File: src/rtl/mm_dp_scheduler.sv
// mm_dp_scheduler: sequences N_ENG dot-product engines over an M x N result
// matrix. Jobs (row,col) are issued in raster order to the lowest free slot,
// retired through each engine's start/done/ack handshake, and written to the
// result memory through a single round-robin arbitrated write port.
//
// Ports
//   clk, reset             clock, asynchronous active-high reset
//   go                     start request, sampled only while idle
//   m_rows/n_cols/k_len    matrix dimensions, latched on accepted go
//   busy, done             run in progress / one-cycle completion pulse
//   eng_start, eng_ack     per-engine handshake levels
//   eng_len                latched k_len shared by all engines
//   eng_row, eng_col       per-engine job indices, slot k at [k*DIM_W +: DIM_W]
//   eng_done, eng_acc      per-engine done level and accumulator
//   res_we/res_addr/res_data  registered result write port

// Per-engine slot: owns one engine's handshake and holds its result until
// the write arbiter takes it.
module mm_dp_slot #(
   parameter int DIM_W  = 4,
   parameter int DATA_W = 32
) (
   input  logic              clk,
   input  logic              reset,
   input  logic              dispatch,
   input  logic [DIM_W-1:0]  job_row,
   input  logic [DIM_W-1:0]  job_col,
   input  logic              eng_done,
   input  logic [DATA_W-1:0] eng_acc,
   input  logic              grant,
   output logic              idle,
   output logic              pend,
   output logic              start,
   output logic              ack,
   output logic [DIM_W-1:0]  row,
   output logic [DIM_W-1:0]  col,
   output logic [DATA_W-1:0] result
);

   typedef enum logic [2:0] {S_IDLE, S_ARM, S_RUN, S_ACK_LO, S_ACK_HI} slot_state_t;

   slot_state_t state, state_nxt;
   logic        capture;

   assign capture = (state == S_RUN) && eng_done;

   always_ff @(posedge clk or posedge reset) begin
      if (reset) state <= S_IDLE;
      else       state <= state_nxt;
   end

   always_comb begin
      state_nxt = state;
      case (state)
         S_IDLE:   if (dispatch) state_nxt = S_ARM;
         // one guaranteed low cycle on start so the engine sees a clean rising level
         S_ARM:    state_nxt = S_RUN;
         S_RUN:    if (eng_done) state_nxt = S_ACK_LO;
         S_ACK_LO: state_nxt = S_ACK_HI;
         // hold the slot until the engine has dropped done and the result is written
         S_ACK_HI: if (!eng_done && !pend) state_nxt = S_IDLE;
         default:  state_nxt = S_IDLE;
      endcase
   end

   always_comb begin
      idle  = (state == S_IDLE);
      start = (state == S_RUN);
      ack   = (state != S_ACK_LO);
   end

   always_ff @(posedge clk or posedge reset) begin
      if (reset) begin
         row    <= '0;
         col    <= '0;
         result <= '0;
         pend   <= 1'b0;
      end else begin
         if (dispatch && state == S_IDLE) begin
            row <= job_row;
            col <= job_col;
         end
         if (capture) result <= eng_acc;
         // capture only happens with pend clear, so set and clear never collide
         if (capture)    pend <= 1'b1;
         else if (grant) pend <= 1'b0;
      end
   end

endmodule

module mm_dp_scheduler #(
   parameter int N_ENG  = 4,
   parameter int DIM_W  = 4,
   parameter int DATA_W = 32
) (
   input  logic                    clk,
   input  logic                    reset,
   input  logic                    go,
   input  logic [DIM_W-1:0]        m_rows,
   input  logic [DIM_W-1:0]        n_cols,
   input  logic [DIM_W-1:0]        k_len,
   output logic                    busy,
   output logic                    done,
   output logic [N_ENG-1:0]        eng_start,
   output logic [N_ENG-1:0]        eng_ack,
   output logic [DIM_W-1:0]        eng_len,
   output logic [N_ENG*DIM_W-1:0]  eng_row,
   output logic [N_ENG*DIM_W-1:0]  eng_col,
   input  logic [N_ENG-1:0]        eng_done,
   input  logic [N_ENG*DATA_W-1:0] eng_acc,
   output logic                    res_we,
   output logic [2*DIM_W-1:0]      res_addr,
   output logic [DATA_W-1:0]       res_data
);

   localparam int IDX_W  = (N_ENG > 1) ? $clog2(N_ENG) : 1;
   localparam int ADDR_W = 2 * DIM_W;

   typedef enum logic [1:0] {T_IDLE, T_RUN, T_DONE} top_state_t;

   typedef struct packed {
      logic [ADDR_W-1:0] addr;
      logic [DATA_W-1:0] data;
   } wr_req_t;

   top_state_t top_state, top_nxt;

   logic [DIM_W-1:0] m_lat, n_lat, k_lat;
   logic [DIM_W-1:0] job_r, job_c;
   logic             all_disp, disp_ok, run_done;

   logic [N_ENG-1:0]             slot_idle, slot_pend, slot_disp, slot_gnt;
   logic [N_ENG-1:0][DIM_W-1:0]  slot_row, slot_col;
   logic [N_ENG-1:0][DATA_W-1:0] slot_res;

   logic             gnt_vld;
   logic [IDX_W-1:0] gnt_idx, rr_ptr;
   wr_req_t          wr_req, wr_q;

   // ---------------- top FSM ----------------
   always_ff @(posedge clk or posedge reset) begin
      if (reset) top_state <= T_IDLE;
      else       top_state <= top_nxt;
   end

   always_comb begin
      top_nxt = top_state;
      case (top_state)
         T_IDLE:  if (go) top_nxt = T_RUN;
         T_RUN:   if (run_done) top_nxt = T_DONE;
         T_DONE:  top_nxt = T_IDLE;
         default: top_nxt = T_IDLE;
      endcase
   end

   always_comb begin
      busy = (top_state == T_RUN);
      done = (top_state == T_DONE);
   end

   // A zero-sized matrix counts as fully dispatched from the start.
   assign all_disp = (n_lat == '0) || (job_r >= m_lat);
   assign disp_ok  = (top_state == T_RUN) && !all_disp && (|slot_idle);
   // res_we is included so the final write leaves the port before done
   assign run_done = (top_state == T_RUN) && all_disp && (&slot_idle) &&
                     !(|slot_pend) && !res_we;

   // ---------------- dims and raster job counter ----------------
   always_ff @(posedge clk or posedge reset) begin
      if (reset) begin
         m_lat <= '0;
         n_lat <= '0;
         k_lat <= '0;
         job_r <= '0;
         job_c <= '0;
      end else if (top_state == T_IDLE && go) begin
         m_lat <= m_rows;
         n_lat <= n_cols;
         k_lat <= k_len;
         job_r <= '0;
         job_c <= '0;
      end else if (disp_ok) begin
         if (job_c == n_lat - DIM_W'(1)) begin
            job_c <= '0;
            job_r <= job_r + DIM_W'(1);
         end else begin
            job_c <= job_c + DIM_W'(1);
         end
      end
   end

   // lowest-index idle slot takes the job
   always_comb begin
      logic found;
      found     = 1'b0;
      slot_disp = '0;
      for (int i = 0; i < N_ENG; i++) begin
         if (disp_ok && !found && slot_idle[i]) begin
            slot_disp[i] = 1'b1;
            found        = 1'b1;
         end
      end
   end

   // ---------------- write arbiter ----------------
   always_comb begin
      int j;
      j       = 0;
      gnt_vld = 1'b0;
      gnt_idx = '0;
      for (int i = 0; i < N_ENG; i++) begin
         j = int'(rr_ptr) + i;
         if (j >= N_ENG) j = j - N_ENG;
         if (!gnt_vld && slot_pend[j]) begin
            gnt_vld = 1'b1;
            gnt_idx = IDX_W'(j);
         end
      end
      slot_gnt = '0;
      if (gnt_vld) slot_gnt[gnt_idx] = 1'b1;
      wr_req.addr = ADDR_W'(slot_row[gnt_idx]) * ADDR_W'(n_lat) + ADDR_W'(slot_col[gnt_idx]);
      wr_req.data = slot_res[gnt_idx];
   end

   always_ff @(posedge clk or posedge reset) begin
      if (reset) begin
         res_we <= 1'b0;
         wr_q   <= '0;
         rr_ptr <= '0;
      end else begin
         res_we <= gnt_vld;
         if (gnt_vld) begin
            wr_q   <= wr_req;
            rr_ptr <= (int'(gnt_idx) == N_ENG - 1) ? '0 : gnt_idx + IDX_W'(1);
         end
      end
   end

   assign res_addr = wr_q.addr;
   assign res_data = wr_q.data;

   // ---------------- slots ----------------
   for (genvar k = 0; k < N_ENG; k++) begin : g_slot
      mm_dp_slot #(.DIM_W(DIM_W), .DATA_W(DATA_W)) u_slot (
         .clk      (clk),
         .reset    (reset),
         .dispatch (slot_disp[k]),
         .job_row  (job_r),
         .job_col  (job_c),
         .eng_done (eng_done[k]),
         .eng_acc  (eng_acc[k*DATA_W +: DATA_W]),
         .grant    (slot_gnt[k]),
         .idle     (slot_idle[k]),
         .pend     (slot_pend[k]),
         .start    (eng_start[k]),
         .ack      (eng_ack[k]),
         .row      (slot_row[k]),
         .col      (slot_col[k]),
         .result   (slot_res[k])
      );
   end

   assign eng_row = slot_row;
   assign eng_col = slot_col;
   assign eng_len = k_lat;

endmodule

File: config.mk
export PLATFORM = sky130hd
export DESIGN_NAME = mm_dp_scheduler
export DESIGN_NICKNAME = d
export VERILOG_FILES = /design/src/rtl/mm_dp_scheduler.sv
export SDC_FILE = /design/constraint.sdc
export NUM_CORES = 1
export LEC_CHECK = 0
export BUFFER_PORTS_ARGS = -buffer_cell sky130_fd_sc_hd__buf_2
export CAP_MARGIN = 20
export CORE_UTILIZATION = 48
export DETAILED_ROUTE_END_ITERATION = 10
export PLACE_DENSITY = 0.71
export SYNTH_ARGS = -nofsm -noshare
export SYNTH_HDL_FRONTEND = slang
export SYNTH_HIERARCHICAL = 1
export SYNTH_SLANG_ARGS = --single-unit
File: constraint.sdc
create_clock -name clk -period 12.94 [get_ports clk]
set_input_delay 2.588 -clock clk [delete_from_list [all_inputs] [get_ports clk]]
set_output_delay 2.588 -clock clk [all_outputs]
set_load 0.02 [all_outputs]
==> flow_summary.yaml, run 1 <==
run_status:
  status: "completed"
cts:
  hold_buffers: 0
  clockBufferDepth: 3
  cts_buffers: 27
  clock_latency_ps: 540
  cts_resized: 0
  cts.clk_slew.worst_paths_ps: 60
  cts_setup_buffers: 0
  cts_tree: "done"
  clock_sinks: 241
  cts-root-buf: "clkbuf_16"
  htreeDepth: 1
worst_setup_path:
  path_class: "reg -> reg"
  ff2ff_path_depth: 16
  cp-start-kind: "flop"
  r2r_setup_slack_ps: 8110
  crit_arrival_ps: 5210
  critPathCaptureType: "flop"
  timing.rr.start: "g_slot[2].u_slot/pend"
  r2r-end: "res_addr[5]"
  cp_max_fo: 50
  required_ps: 13320
yosys:
  async_reset_ff_share_pct: 100
  synth_edf_count: 0
  syn_area_per_cell_sq_um: 12.6
  netlist_area_sq_um: 11700
  yosysTopAreaCellShare_pct: 51.4
  synth_warnings: 6
  postSynthCellCount: 932
  yosysTopAreaCell: "dfrtp_1"
  synth_flop_cell: "dfrtp_1"
  yosysSeqAreaShare_pct: 51.4
  ys_types: 65
  synthesis.nets: 1114
  synthTopCellsByArea: "dfrtp_1 51%, mux2_2 14%, mux2i_1 6.1%"
  ys_ff_latch: 241
route:
  ant_nets: 0
  drtPass1Iterations: 7
  wirelength_microns: 30900
  vias: 8272
  drt_drc_violations_left: 0
  drtIter0Drc: 457
  viasPerCell: 5.53
  wl_per_cell_microns: 20.6
timing:
  setup_ws_ps: 8110
  fin_setup_tns_ps: 0
  fin_crit_sh_pct: 37.3
  finClkSkew_ps: 9.65
  max_slew_margin_pct: 23.6
  rsz0062_at_grt: "false"
  period_minus_slack_ps: 4830
  hold_violations: 0
  slew_violations: 0
  tightest_slew_ps: 1150
  setup_viol: 0
  fmax_mhz: 207
floorplan:
  fp-row-count: 56
  die_h_microns: 158
  die_w_microns: 158
  core-area_sq_um: 23800
  dieArea_sq_um: 25100
  ios: 234
  start_util_pct: 49.4
place:
  dp_cells: 1439
  gp_congestion: 0.897
  dp_slack_ps: 8130
  port_buffers: 233
  post-dp-hpwl_microns: 20700
pwr:
  p_seq_share_pct: 32.6
  switching_power_mw: 1.78
  combPwrFrac_pct: 49.8
  finalPower_mw: 4.36
  leakage_nw: 6.63
  p_int_mw: 2.58
  swShare_pct: 40.8
  clockPowerShare_pct: 17.6
  p_per_area_nw_per_um2: 314
  vdd_drop_max_mv: 0.149
finish:
  areaGrowthSynthToFinish_pct: 18.4
  nets: 1333
  final_util_pct: 58.5
  drive_above_1_share_pct: 40.5
  final_cell_count_no_fill: 1497
grt:
  grt_overflow: 0
  track_usage_pct: 24.9
  grt_pass1_wl_microns: 47100
  grt_pass1_vias: 8333
  grt_max_degree: 66
  antenna_found_initial: 9
hold_path:
  holdPathEnd: "res_addr[1]"
  min_from: "res_addr[1]"
  hold_path.class: "reg -> reg"
  worstHoldPathCells: 2
flow_run:
  cap_violations: 0
-- cells in the final DEF, fill, tap and decap left out, types with 23 or more instances in the layout --
| master | count |
|---|---|
| dfrtp_1 | 241 |
| buf_2 | 233 |
| mux2_2 | 148 |
| mux2i_1 | 71 |
| nand2_1 | 54 |
| nor2_1 | 54 |
| inv_1 | 32 |
| a221oi_1 | 32 |
| ha_1 | 28 |
| nand3_1 | 27 |
| clkbuf_16 | 27 |
| o21ai_0 | 23 |
-- per-stage QoR --
stage	area, sq um	hold slack (ps)
after CTS	13800	464
after global routing	13900	497
after detailed placement	12900	451
after global placement	12900	444
final	13900	461
after floorplan	11700	452
-- power groups by stage --
stage	registers (mW)	logic, mW	clock network (mW)
after floorplan	1.44	1.62	0
after global placement	1.41	2.11	0
after detailed placement	1.42	2.16	0
after CTS	1.41	2.17	0.784
after global routing	1.47	2.39	0.813
final	1.42	2.17	0.768
-- critical path, stage by stage, from the launching register on --
cell and delay, ps:
dfrtp_1 430, and2b_1 230, o21ai_0 150, o221a_2 200, buf_4 550, nand3_1 250, nand3_1 170, fa_1 440
fa_1 520, fa_1 540, inv_1 40, ha_1 320, nor2b_1 150, o21a_1 170, or2_2 280, xnor2_1 140
a21oi_1 80
-- layer usage --
metal	share of wire (%)	global-route usage, %	routed length [microns]
met1	43	33.1	13200
met2	47	40.0	14600
met3	7.3	5.93	2240
met4	2.5	8.15	783
met5	0.032	0	10
-- logic make-up after synthesis --
logic type                 after synthesis  share of synthesized area [%]
AOI/OAI and AO/OA                       98                           6.19
xor gates and xnor gates                12                           1.02
adders and majority gates               35                           4.18
buffers and inverters                   95                           5.07
DFF                                    241                           51.4
muxes                                  231                           21.8
and+or+nand+nor                        220                           10.4
-- worst max-delay path by stage --
stage / from / to / slack (ps)
after global placement: g_slot[2].u_slot/pend / res_addr[5] / 8190
after floorplan: reset / eng_len[0] / 8730
final: g_slot[2].u_slot/pend / res_addr[5] / 8110
after detailed placement: g_slot[2].u_slot/pend / res_addr[5] / 8130
after global routing: g_slot[3].u_slot/pend / res_addr[5] / 7760
after CTS: g_slot[2].u_slot/pend / res_addr[5] / 8100
-- flip-flops by register name, indices dropped and copies added, names as in the netlist, 4 cells and up --
register / cells
n_lat: 4
g_slot.u_slot/pend: 4
job_r: 4
eng_len: 4
g_slot.u_slot/result: 128
job_c: 4
res_addr: 8
g_slot.u_slot/row: 16
res_data: 32
m_lat: 4
g_slot.u_slot/state: 12
g_slot.u_slot/col: 16
-- cells in the mapped netlist, drive strengths merged (5+ instances only) --
cell type / n
o21ai: 23
xnor2: 9
nor4: 5
mux2i: 71
a211oi: 6
a221oi: 32
nand3b: 5
a21oi: 11
and2: 7
buf: 44
nor4b: 5
nor3b: 8
dfrtp: 241
nand3: 27
nor2: 56
a21o: 5
inv: 39
fa: 7
nor2b: 5
nand2: 54
mux2: 160
ha: 28
and3: 15
nor3: 17
clkbuf: 12
-- final cells by class --
| class | instances | area (sq um) |
|---|---|---|
| fillers | 1974 | 9850 |
| flip-flops and latches | 241 | 6030 |
| multi-input cells | 596 | 5120 |
| repair buffers | 246 | 1300 |
| clock buffers | 41 | 768 |
| well taps | 319 | 399 |
| inverters | 39 | 149 |
| clock inverters | 6 | 109 |
| diodes | 9 | 22.5 |
No activity file was read; power rests on OpenSTA's default activity.
==> run 2, diff against run 1 <==
- PLACE_DENSITY: 0.71 -> 0.74
- clock period: 12.94 -> 4.15 ns (I/O delays scaled with it)
==> flow_summary.yaml, run 2 (synthesis gave the netlist of run 1 again) <==
run_status:
  status: "completed"
finish:
  top_register: "g_slot.u_slot/result"
  drive_above_1_share_pct: 43.7
  nets: 1362
  final_cell_mix: "241 x dfrtp_1, 233 x buf_2, 148 x mux2_2"
  largest_reg_flops: 128
  final_common_cell: "dfrtp_1"
  final_util_pct: 59.8
  areaGrowthSynthToFinish_pct: 21.1
grt:
  grt_overflow: 0
  grt_pass1_wl_microns: 48800
  antenna_found_initial: 2
  grt_pass1_vias: 8767
  grt_max_degree: 43
  track_usage_pct: 25.6
cts:
  cts-root-buf: "clkbuf_16"
  clockBufferDepth: 3
  clock_latency_ps: 540
  clock_sinks: 241
  cts_tree: "done"
  cts_buffers: 27
  cts.clk_slew.worst_paths_ps: 60
  hold_buffers: 0
  htreeDepth: 1
place:
  post-dp-hpwl_microns: 21600
  port_buffers: 233
  gp_congestion: 0.925
worst_setup_path:
  cp-start-kind: "flop"
  cp_max_fo: 8
  path_class: "reg -> reg"
  crit_arrival_ps: 4450
  critPathCaptureType: "flop"
  required_ps: 4520
pwr:
  combPwrFrac_pct: 52.4
  p_per_area_nw_per_um2: 993
  finalPower_mw: 14.1
  p_int_mw: 8.36
  switching_power_mw: 5.76
  clockPowerShare_pct: 16.2
  swShare_pct: 40.8
  p_seq_share_pct: 31.4
  vdd_drop_max_mv: 0.573
  leakage_nw: 6.79
timing:
  fin_crit_sh_pct: 98.4
  tightest_slew_ps: 1140
  period_minus_slack_ps: 4080
  rsz0062_at_grt: "true"
  finClkSkew_ps: 11.8
  max_slew_margin_pct: 23.9
  fmax_mhz: 245
  hold_violations: 0
  setup_viol: 0
  slew_violations: 0
flow_run:
  cap_violations: 0
route:
  viasPerCell: 5.51
  drt_drc_violations_left: 0
  vias: 8379
  ant_nets: 0
  wl_per_cell_microns: 20.8
  drtPass1Iterations: 5
  wirelength_microns: 31700
  drtIter0Drc: 518
floorplan:
  fp-row-count: 56
  die_h_microns: 158
  dieArea_sq_um: 25100
  start_util_pct: 49.4
  die_w_microns: 158
  core-area_sq_um: 23800
  ios: 234
hold_path:
  hold_path.class: "in -> async"
## run 2: cell types whose count changed in the layout (fill, tap and decap cells not counted), sizes merged
| cell | delta |
|---|---|
| diode | -6 |
| bufinv | -2 |
| clkinvlp | +1 |
| clkbuf | +2 |
| buf | +29 |
## run 2: metal layers
layer	vias to the layer above	GRT usage, %	part of all wire, %
met3	49	5.58	6.4
met5	-	0	0.041
met2	271	43.4	50
met1	4220	33.0	42
met4	2	7.01	2.0
li1	3837	-	-
## run 2: path summary, 6_finish.rpt
| path | start | to | slack, ps | cells past startpoint |
|---|---|---|---|---|
| setup reg to reg | rr_ptr[0] | res_addr[5] | 70 | 16 |
| hold / removal | reset | g_slot[1].u_slot/result[10] | 410 | 2 |
| hold reg to reg | res_addr[1] | res_addr[1] | 470 | 2 |
| setup / recovery | rr_ptr[0] | res_addr[5] | 70 | 16 |
| min in group clk | res_addr[1] | res_addr[1] | 470 | 2 |
| max in group asynchronous | reset | res_data[25] | 2810 | 3 |
## run 2: critical path, stage by stage, from the launching register on
cell and delay [ps]:
dfrtp_1 400, and2b_2 280, a211oi_4 250, buf_12 160
o21ai_2 60, nand3_2 90, nand3_2 90, fa_1 560
fa_1 430, fa_1 530, inv_2 50, ha_4 210
nor2b_1 130, o21a_1 200, or2_4 260, xnor2_2 140
a21oi_1 80
## run 2: cell type report
| class | instances | area [sq um] |
|---|---|---|
| fillers | 1926 | 9540 |
| flip-flops and latches | 241 | 6030 |
| multi-input cells | 596 | 5230 |
| repair buffers | 275 | 1560 |
| clock buffers | 43 | 786 |
| well taps | 319 | 399 |
| inverters | 39 | 149 |
| clock inverters | 5 | 56.3 |
| diodes | 3 | 7.51 |
## run 2: power by group through the flow
| stage | Clock [mW] | Combinational [mW] | Sequential, mW |
|---|---|---|---|
| 2_1_floorplan | 0 | 5.06 | 4.51 |
| 3_3_place_gp | 0 | 6.87 | 4.39 |
| 3_5_place_dp | 0 | 7.07 | 4.43 |
| 4_1_cts | 2.33 | 7.14 | 4.41 |
| 5_1_grt | 2.43 | 8.10 | 4.56 |
| 6_report | 2.29 | 7.39 | 4.44 |
## run 2: through the flow
step | hold slack (ps) | setup TNS [ps] | setup slack, ps | instances | area (sq um)
floorplan | 452 | 0 | 13.4 | 932 | 11800
global placement | 451 | -52.7 | -52.7 | 1461 | 13100
detailed placement | 457 | -105 | -88.4 | 1461 | 13100
CTS | 441 | 0 | 0.589 | 1511 | 14000
global route | 440 | -103 | -103 | 1519 | 14200
finish | 413 | 0 | 67.2 | 1521 | 14200
## run 2: what timing repair did
| action | CTS | global route |
|---|---|---|
| setup buffers | 2 | 3 |
| pin swaps | 0 | 15 |
| gates resized for setup | 4 | 21 |
| setup endpoints to repair | 2 | 4 |
==> run 3, diff against run 2 <==
- CELL_PAD_IN_SITES_DETAIL_PLACEMENT: default -> 0
- CELL_PAD_IN_SITES_GLOBAL_PLACEMENT: default -> 2
- CORE_UTILIZATION: 48 -> 33
- PLACE_DENSITY: 0.74 -> 0.76
- clock period: 4.15 -> 3.32 ns (I/O delays scaled with it)
==> flow_summary.yaml, run 3 (synthesis gave the netlist of run 1 again) <==
place:
  gp_congestion: 0.830
  dp_slack_ps: -705
  dpl_cell_area_sq_um: 13700
  port_buffers: 233
  post-dp-hpwl_microns: 24700
timing:
  holdWs_ps: 131
  period_minus_slack_ps: 3880
  fin_crit_sh_pct: 117
  tightest_slew_ps: 1030
  hold_violations: 0
  rsz0062_at_grt: "true"
  setup_viol: 5
  finClkSkew_ps: 8.34
  slew_violations: 0
  fmax_mhz: 258
  max_slew_margin_pct: 31.2
  fin_setup_tns_ps: -2040
  setup_ws_ps: -560
floorplan:
  die_w_microns: 191
  ios: 234
  start_util_pct: 33.7
  dieArea_sq_um: 36300
  fp-row-count: 68
  core-area_sq_um: 34800
  die_h_microns: 191
pwr:
  p_per_area_nw_per_um2: 1260
  vdd_drop_max_mv: 0.642
  leakage_nw: 7.10
hold_path:
  hold_path.class: "in -> async"
worst_setup_path:
  cp.depth: 16
  worstPathCellList: "and2b_2, a211oi_4, buf_4, o21ai_2, nand3_2, nand3_2, fa_1, fa_1, fa_1, inv_2, ha_4, nor2b_1, o21a_1, or2_4, xnor2_2, a21oi_1"
  cpMostUsedCell: "fa_1"
  critPathCaptureType: "flop"
  cp_max_fo: 5
  ff2ff_path_depth: 16
  path_class: "reg -> reg"
  critPathTopFamily: "adder cells"
  critPathBufInv: 2
  cp_slowest_cell: "fa_1"
  crit_arrival_ps: 4300
  required_ps: 3740
  slowest_delay_ps: 560
  cp-start-kind: "flop"
route:
  drt_drc_violations_left: 0
  drtPass1Iterations: 5
  wl_per_cell_microns: 20.5
  vias: 8483
  wirelength_microns: 35000
  drtIter0Drc: 375
  ant_nets: 0
  viasPerCell: 4.97
finish:
  drive_above_1_share_pct: 47.5
  final_cell_area_sq_um: 15000
  largest_reg_flops: 128
  final_common_cell: "dfrtp_1"
  final_util_pct: 43.0
  top_register: "g_slot.u_slot/result"
  nets: 1406
  areaGrowthSynthToFinish_pct: 27.5
  final_cell_mix: "241 x dfrtp_1, 233 x buf_2, 148 x mux2_2"
grt:
  grt_pass1_vias: 8733
  grt_pass1_wl_microns: 53000
  track_usage_pct: 19.3
  grt_overflow: 0
  antenna_found_initial: 8
  grt_max_degree: 45
flow_run:
  cap_violations: 0
cts:
  cts_buffers: 29
  htreeDepth: 1
  cts_tree: "done"
  clock_latency_ps: 550
  cts-root-buf: "clkbuf_16"
  clock_sinks: 241
  clockBufferDepth: 3
  cts.clk_slew.worst_paths_ps: 60
run_status:
  violations: "negative setup slack"
  status: "complete, but fails checks"
[run 3: final timing paths]
check | startpoint | endpoint | slack (ps)
setup / recovery | g_slot[2].u_slot/pend | res_addr[5] | -560
hold / removal | reset | g_slot[2].u_slot/result[26] | 130
setup reg to reg | g_slot[2].u_slot/pend | res_addr[5] | -560
hold reg to reg | eng_len[1] | eng_len[1] | 480
max in group asynchronous | reset | g_slot[2].u_slot/result[12] | 2320
min in group clk | k_len[0] | eng_len[0] | 310
[run 3: report_power, final]
| part | switching, mW | internal [mW] | leakage (nW) |
|---|---|---|---|
| logic | 5.22 | 4.81 | 3.67 |
| registers | 1.05 | 4.43 | 2.92 |
| clock network | 1.29 | 2.10 | 0.509 |
[run 3: per-layer routing]
layer  up-vias  part of all wire (%)  global-route usage, %
li1       3923                     -                      -
met1      4272                    45                   26.4
met2       224                    47                   31.0
met3        60                   4.9                   3.51
met4         4                   2.6                   5.32
met5         -                 0.077                      0
[run 3: timing repair]
item	4_1_cts	5_1_grt
pin swaps	13	5
resized for setup	31	14
setup endpoints to repair	6	21
hold buffers	0	0
buffers inserted	10	1
[run 3: area by class of cell]
| class | count | area (sq um) |
|---|---|---|
| fillers | 3339 | 19800 |
| flip-flops and latches | 241 | 6030 |
| multi-input cells | 596 | 5330 |
| repair buffers | 317 | 1850 |
| clock buffers | 38 | 810 |
| well taps | 455 | 569 |
| clock inverters | 16 | 215 |
| inverters | 39 | 150 |
| diodes | 6 | 15.0 |
[run 3: through the flow]
stage / power (mW) / instances
after floorplan: 12.0 / 932
after global placement: 14.9 / 1637
after detailed placement: 15.1 / 1637
after CTS: 19.1 / 1701
after global routing: 20.2 / 1707
final: 18.9 / 1708
